[config.mk]
export PLATFORM = sky130hd
export DESIGN_NAME = pc_update
export DESIGN_NICKNAME = d
export VERILOG_FILES = /design/src/rtl/pc_update.sv
export SDC_FILE = /design/constraint.sdc
export NUM_CORES = 1
export LEC_CHECK = 0
export CORE_MARGIN = 1
export CORE_UTILIZATION = 25
export DETAILED_ROUTE_END_ITERATION = 8
export PLACE_DENSITY = 0.69
export SETUP_SLACK_MARGIN = 0.05
export SLEW_MARGIN = 20
export SYNTH_ARGS = -nofsm -noshare
export SYNTH_HDL_FRONTEND = slang
export SYNTH_SLANG_ARGS = --single-unit
[constraint.sdc]
create_clock -name clk_i -period 4.13 [get_ports clk_i]
set_clock_uncertainty 0.1 [all_clocks]
set_input_delay 1.239 -clock clk_i [delete_from_list [all_inputs] [get_ports clk_i]]
set_output_delay 1.239 -clock clk_i [all_outputs]
set_load 0.005 [all_outputs]
[src/rtl/pc_update.sv]
// Y86-64 program counter and architectural status tracker (AOK/HLT/ADR/INS).
// Define PC_UPDATE_PERF_EN to add the cycle and retired-instruction counters.
module pc_update #(
  parameter logic [63:0] RESET_PC = 64'h0
`ifdef PC_UPDATE_PERF_EN
  , parameter int CNT_W = 32
`endif
) (
  input  logic        clk_i,
  input  logic        rst_i,
  input  logic        en_i,
  input  logic [3:0]  icode_i,
  input  logic        cnd_i,
  input  logic [63:0] valC_i,
  input  logic [63:0] valM_i,
  input  logic [63:0] valP_i,
  input  logic        instr_valid_i,
  input  logic        imem_error_i,
  input  logic        dmem_error_i,
  output logic [63:0] PC_o,
  output logic [2:0]  stat_o,
  output logic        running_o
`ifdef PC_UPDATE_PERF_EN
  , output logic [CNT_W-1:0] cycle_cnt_o
  , output logic [CNT_W-1:0] retired_cnt_o
`endif
);

  typedef enum logic [2:0] {
    ST_AOK = 3'd1,
    ST_HLT = 3'd2,
    ST_ADR = 3'd3,
    ST_INS = 3'd4
  } stat_e;

  localparam logic [3:0] IC_HALT = 4'd0;
  localparam logic [3:0] IC_JXX  = 4'd7;
  localparam logic [3:0] IC_CALL = 4'd8;
  localparam logic [3:0] IC_RET  = 4'd9;

  stat_e       stat_q, stat_d;
  logic [63:0] pc_q, pc_d;
  logic [63:0] next_pc_s;
  logic        commit_s;
  logic        halt_s;

  // Next-PC candidate for a committing instruction.
  always_comb begin
    next_pc_s = valP_i;
    case (icode_i)
      IC_CALL: next_pc_s = valC_i;
      IC_JXX: begin
        if (cnd_i) begin
          next_pc_s = valC_i;
        end else begin
          next_pc_s = valP_i;
        end
      end
      IC_RET:  next_pc_s = valM_i;
      default: next_pc_s = valP_i;
    endcase
  end

  // Status classification; faults and halt leave the PC on the offending instruction.
  always_comb begin
    stat_d   = stat_q;
    pc_d     = pc_q;
    commit_s = 1'b0;
    halt_s   = 1'b0;
    case (stat_q)
      ST_AOK: begin
        if (!en_i) begin
          stat_d = stat_q;
        end else if (imem_error_i) begin
          stat_d = ST_ADR;
        end else if (!instr_valid_i) begin
          stat_d = ST_INS;
        end else if (dmem_error_i) begin
          stat_d = ST_ADR;
        end else if (icode_i == IC_HALT) begin
          stat_d = ST_HLT;
          halt_s = 1'b1;
        end else begin
          commit_s = 1'b1;
          pc_d     = next_pc_s;
        end
      end
      default: stat_d = stat_q;
    endcase
  end

  // PC and status registers.
  always_ff @(posedge clk_i) begin
    if (rst_i) begin
      pc_q   <= RESET_PC;
      stat_q <= ST_AOK;
    end else begin
      pc_q   <= pc_d;
      stat_q <= stat_d;
    end
  end

  assign PC_o      = pc_q;
  assign stat_o    = stat_q;
  assign running_o = (stat_q == ST_AOK);

`ifdef PC_UPDATE_PERF_EN
  logic [CNT_W-1:0] cycle_cnt_q, cycle_cnt_d;
  logic [CNT_W-1:0] retired_cnt_q, retired_cnt_d;

  // HALT counts as retired; the faulting cycle counts only as an AOK cycle.
  always_comb begin
    cycle_cnt_d   = cycle_cnt_q;
    retired_cnt_d = retired_cnt_q;
    if ((stat_q == ST_AOK) && en_i) begin
      cycle_cnt_d = cycle_cnt_q + {{(CNT_W-1){1'b0}}, 1'b1};
    end else begin
      cycle_cnt_d = cycle_cnt_q;
    end
    if (commit_s || halt_s) begin
      retired_cnt_d = retired_cnt_q + {{(CNT_W-1){1'b0}}, 1'b1};
    end else begin
      retired_cnt_d = retired_cnt_q;
    end
  end

  // Performance counter registers.
  always_ff @(posedge clk_i) begin
    if (rst_i) begin
      cycle_cnt_q   <= {CNT_W{1'b0}};
      retired_cnt_q <= {CNT_W{1'b0}};
    end else begin
      cycle_cnt_q   <= cycle_cnt_d;
      retired_cnt_q <= retired_cnt_d;
    end
  end

  assign cycle_cnt_o   = cycle_cnt_q;
  assign retired_cnt_o = retired_cnt_q;
`endif

endmodule

# Word level (Yosys, flattened, before mapping)
# Cells that the tools add are included.
[word_totals]
reg_bits = 67
latch_bits = 0
mem_bits_rw = 0
romBits = 0
input_bits = 203
output_inout_bits = 68
word_cells = 19
mem_count = 0
[classes]
add_sub_neg = 0
mul = 0
div_mod_pow = 0
magnitude_cmp = 0
n_eq_ne = 5
shift = 0
mux = 6
bitwise = 3
n_reduce_logical = 3
[ops]
columns = ["cell", "n"]
rows = [
  ["64-bit one-hot mux with 3 select lines", 1],
  ["64-bit 2-to-1 mux", 1],
  ["3-bit 2-to-1 mux", 4],
  ["4-bit equality test (second input constant)", 2],
  ["6-bit AND reduction", 1],
  ["4-bit by 3-bit equality test with 1-bit output (second input constant)", 1],
  ["4-bit logical NOT", 1],
  ["4-bit by 1-bit inequality test with 1-bit output (second input constant)", 1],
  ["3-bit by 1-bit equality test with 1-bit output (second input constant)", 1],
  ["1-bit inverter", 3],
  ["3-bit AND reduction", 1],
]

# Longest topological paths before layout
[logic_depth]
word_depth = 5
mapped_depth = 8
depth_no_buf = 4

# Worst setup path after synthesis
# Ideal clock, no wire load.
[synth_timing]
kind = "in2reg"
from = "in icode_i[2]"
to = "reg pc_q[0], in the netlist PC_o[0]"
setup_ps = 122
arrival_time_ps = 2595
required_time_ps = 3908
setup_slack_ps = 1314
stages = 7
n_path_buf = 3
cell_sequence = "or4_4 nand4bb_1 buf_6 nor3b_2 buf_6 buf_6 a221o_1"
[synth_between]
elab_chain_cells = 3
word_cells_on_any_way = 7
cone_classes = "3 x eq/ne; 1 x mux; 1 x bitwise; 2 x reduce/logical"
[synth_lines]
columns = ["item", "line", "text"]
rows = [
  ["start, declared", "12", "input logic [3:0] icode_i,"],
  ["4-bit logical NOT", "80", "end else if (icode_i == IC_HALT) begin"],
  ["1-bit inverter (no source line)", "--", ""],
  ["6-bit AND reduction (no source line)", "--", ""],
  ["end signal, assigned", "98", "pc_q <= pc_d;"],
  ["end, declared", "42", "logic [63:0] pc_q, pc_d;"],
]
# Parallel ways exist; a longest one is shown, timed or not.
# A chain may end at the register's enable or synchronous reset.

# Worst setup path in the final report
[layout_timing]
from = "in icode_i[2]"
to = "reg pc_q[30], in the netlist PC_o[30]"
# The elaborated chain is that of the path after synthesis.

==> impl_metrics.tcl <==
set metrics [dict create \
    status "completed" \
    cts_max_path_buffers 2 \
    finalMaxSlewViolations 0 \
    grt_overflow_total 0 \
    fp.dieH_um 127 \
    layout-drive-gt1-share_pct 5.32 \
    drt-total-wl_um 16700 \
    antenna_left 0 \
    worstPathArrival_ns 3.38 \
    yosysSeqAreaShare_pct 34.4 \
    hpwl_um 11800 \
    post_cts_buffers 0 \
    period_share_pct 77.5 \
    tritoncts "done" \
    critPathLaunchType "input port" \
    start_util_pct 25.7 \
    cp_max_fo 39 \
    synthesis.area_mm2 0.00390 \
    critPathCaptureType "flop" \
    antenna_found_initial 0 \
    dr.pass1.iters 5 \
    hp-class "reg2reg" \
    power.density_mw_per_mm2 248 \
    dp.cells 886 \
    finish.utilization_pct 45.9 \
    grt_usage_pct 20.1 \
    syn-num-nets 672 \
    die_area_mm2 0.0161 \
    clkTransAtPathRegs_ns 0.05 \
    ys_warn_count 0 \
    synth_seq_cells 67 \
    crit_path_start "icode_i[2]" \
    r2r-end "PC_o[30]$_SDFFE_PP0P_" \
    syn_avg_cell_area_um2 8.32 \
    grt_pass1_vias 4963 \
    final_cells 902 \
    yosys.area_share.simple_pct 30.5 \
    reg2reg_from "stat_o[1]$_SDFFE_PP0P_" \
    htree_levels 3 \
    synth_cells 469 \
    rsz0062_at_grt "false" \
    tns_ns 0 \
    period_needed_ns 3.20 \
    grt_start_max_net_pins 63 \
    area_growth_pct 78.9 \
    coreArea_mm2 0.0152 \
    synth_cell_types 31 \
    relSlewSlack_pct 68.0 \
    final_nets 912 \
    drt_iter0_markers 362 \
    synth_compound_area_share_pct 27.7 \
    hold_buffers 0 \
    p_leak_nw 2.20 \
    cts_inserted_buffers 9 \
    cp-endpoint "PC_o[30]$_SDFFE_PP0P_" \
    ir_drop_uv 181 \
    vias 5021 \
    cts_resized 0 \
    clk_latency_ns 0.33 \
    cts-root-buf "clkbuf_16" \
    hold_viol 0 \
    setup_viol 0 \
    synth_xor_area_share_pct 0 \
    cap_violations 0 \
    synthAdderAreaFrac_pct 0 \
    worst-slew-pin-transition_ns 0.479 \
    via_per_inst 5.57 \
    synthMuxAreaShare_pct 0 \
    die_w_um 127 \
    gp_congestion 0.829 \
    r2r_cells 5 \
    reg2reg_slack_ns 2.00 \
    drcViolationCount 0 \
    port_buffers 270 \
    rows 45 \
    synth_top_family_by_area "simple AND/OR/NAND/NOR gates" \
    crit_required_ns 4.31 \
    grt_pass1_wl_um 25600 \
    critical_path_class "in2reg" \
    wl_per_cell_um 18.5 \
    n_fill_cell 1416 \
    cts.sinks 67 \
    n_antenna_cell 0 \
    ios 271 \
    clock.fmax_ghz 0.312 \
]
[layout by cell type (no fill, tap or decap), types with 2 or more instances in the layout]
| cell type | count |
|---|---|
| a21oi_1 | 2 |
| a221o_1 | 63 |
| a31oi_1 | 63 |
| buf_4 | 14 |
| clkbuf_1 | 4 |
| clkbuf_16 | 9 |
| clkdlybuf4s50_1 | 269 |
| clkinv_2 | 3 |
| dfxtp_1 | 67 |
| nand2_1 | 65 |
| nand2b_1 | 3 |
| nand3_1 | 64 |
| nand3b_1 | 63 |
| nor2_1 | 3 |
[synthesized netlist by cell type]
cell type / count / share of area, %
a21o_1: 1 / 0.19
a21oi_1: 2 / 0.26
a221o_1: 63 / 16
a22oi_1: 1 / 0.19
a311oi_1: 1 / 0.22
a31oi_1: 63 / 10
and2_1: 1 / 0.16
and3b_1: 1 / 0.22
buf_1: 4 / 0.38
buf_2: 13 / 1.7
buf_6: 8 / 2.3
clkbuf_1: 31 / 3.0
dfxtp_1: 67 / 34
inv_1: 1 / 0.096
nand2_1: 65 / 6.3
nand2b_1: 3 / 0.48
nand3_1: 64 / 8.2
nand3b_1: 63 / 12
nand4bb_1: 2 / 0.58
nor2_1: 3 / 0.29
nor2_2: 1 / 0.16
nor3b_1: 2 / 0.38
nor3b_2: 1 / 0.32
nor4b_2: 1 / 0.38
nor4bb_1: 1 / 0.26
o21ai_0: 1 / 0.13
o2bb2ai_1: 1 / 0.22
o31ai_1: 1 / 0.19
or3_1: 1 / 0.16
or3b_2: 1 / 0.22
or4_4: 1 / 0.29
[metal layers]
| metal | part of all wire, % | vias to the layer above | global-route usage, % |
|---|---|---|---|
| li1 | - | 2317 | - |
| met1 | 40 | 2382 | 23.5 |
| met2 | 49 | 282 | 34.8 |
| met3 | 8.3 | 40 | 4.64 |
| met4 | 3.1 | 0 | 9.52 |
| met5 | 0 | - | 0 |
[kinds of logic (layout without fill, tap and decap cells)]
group,Yosys count,after routing
buffers and inverters,57,302
AND/OR/NAND/NOR,211,211
flip-flops,67,67
AO/OA/AOI/OAI,134,134
[worst min-delay path by stage]
stage,cells past startpoint,to,from,slack (ns)
floorplan,2,stat_o[2]$_SDFFE_PP0P_,stat_o[2]$_SDFFE_PP0P_,0.36
global placement,2,stat_o[2]$_SDFFE_PP0P_,stat_o[2]$_SDFFE_PP0P_,0.36
detailed placement,1,PC_o[26]$_SDFFE_PP0P_,PC_o[26]$_SDFFE_PP0P_,0.37
CTS,2,stat_o[2]$_SDFFE_PP0P_,stat_o[2]$_SDFFE_PP0P_,0.38
global route,1,PC_o[48]$_SDFFE_PP0P_,PC_o[48]$_SDFFE_PP0P_,0.40
finish,2,stat_o[2]$_SDFFE_PP0P_,stat_o[2]$_SDFFE_PP0P_,0.38
[registers in the layout, summed over array words and instances (netlist names)]
| signal | cells |
|---|---|
| PC_o | 64 |
| stat_o | 3 |
[per-stage QoR]
| stage | total power [mW] | area, µm² | hold WS, ns | setup slack, ns |
|---|---|---|---|---|
| finish | 1.73 | 6980 | 0.377 | 0.930 |
| global route | 1.80 | 6980 | 0.396 | 0.852 |
| CTS | 1.75 | 6980 | 0.379 | 0.961 |
| detailed placement | 1.06 | 6720 | 0.372 | 0.613 |
| global placement | 1.05 | 6720 | 0.359 | 0.683 |
| floorplan | 0.784 | 3900 | 0.363 | 1.31 |
[report_power, final]
part / leakage, nW / switching (mW) / internal [mW] / total (mW)
registers: 0.542 / 0.0105 / 0.663 / 0.673
logic: 1.53 / 0.133 / 0.241 / 0.374
clock network: 0.127 / 0.282 / 0.404 / 0.686
[cell type report]
| cell class | instances | area [µm²] | share of cell area [%] |
|---|---|---|---|
| repair buffers | 285 | 2820 | 40.5 |
| clock buffers | 13 | 240 | 3.44 |
| inverters | 1 | 3.75 | 0.0538 |
| well taps | 188 | 235 | 3.37 |
| clock inverters | 3 | 15.0 | 0.215 |
| flip-flops and latches | 67 | 1340 | 19.2 |
| multi-input cells | 345 | 2320 | 33.2 |
[worst max-delay path, cell delays in order]
cell	delay, ns
clkdlybuf4s50_1	0.52
or4_4	0.62
nor4b_2	0.21
nor2_4	0.10
buf_4	0.43
a221o_1	0.24
No activity file was read; power rests on OpenSTA's default activity.
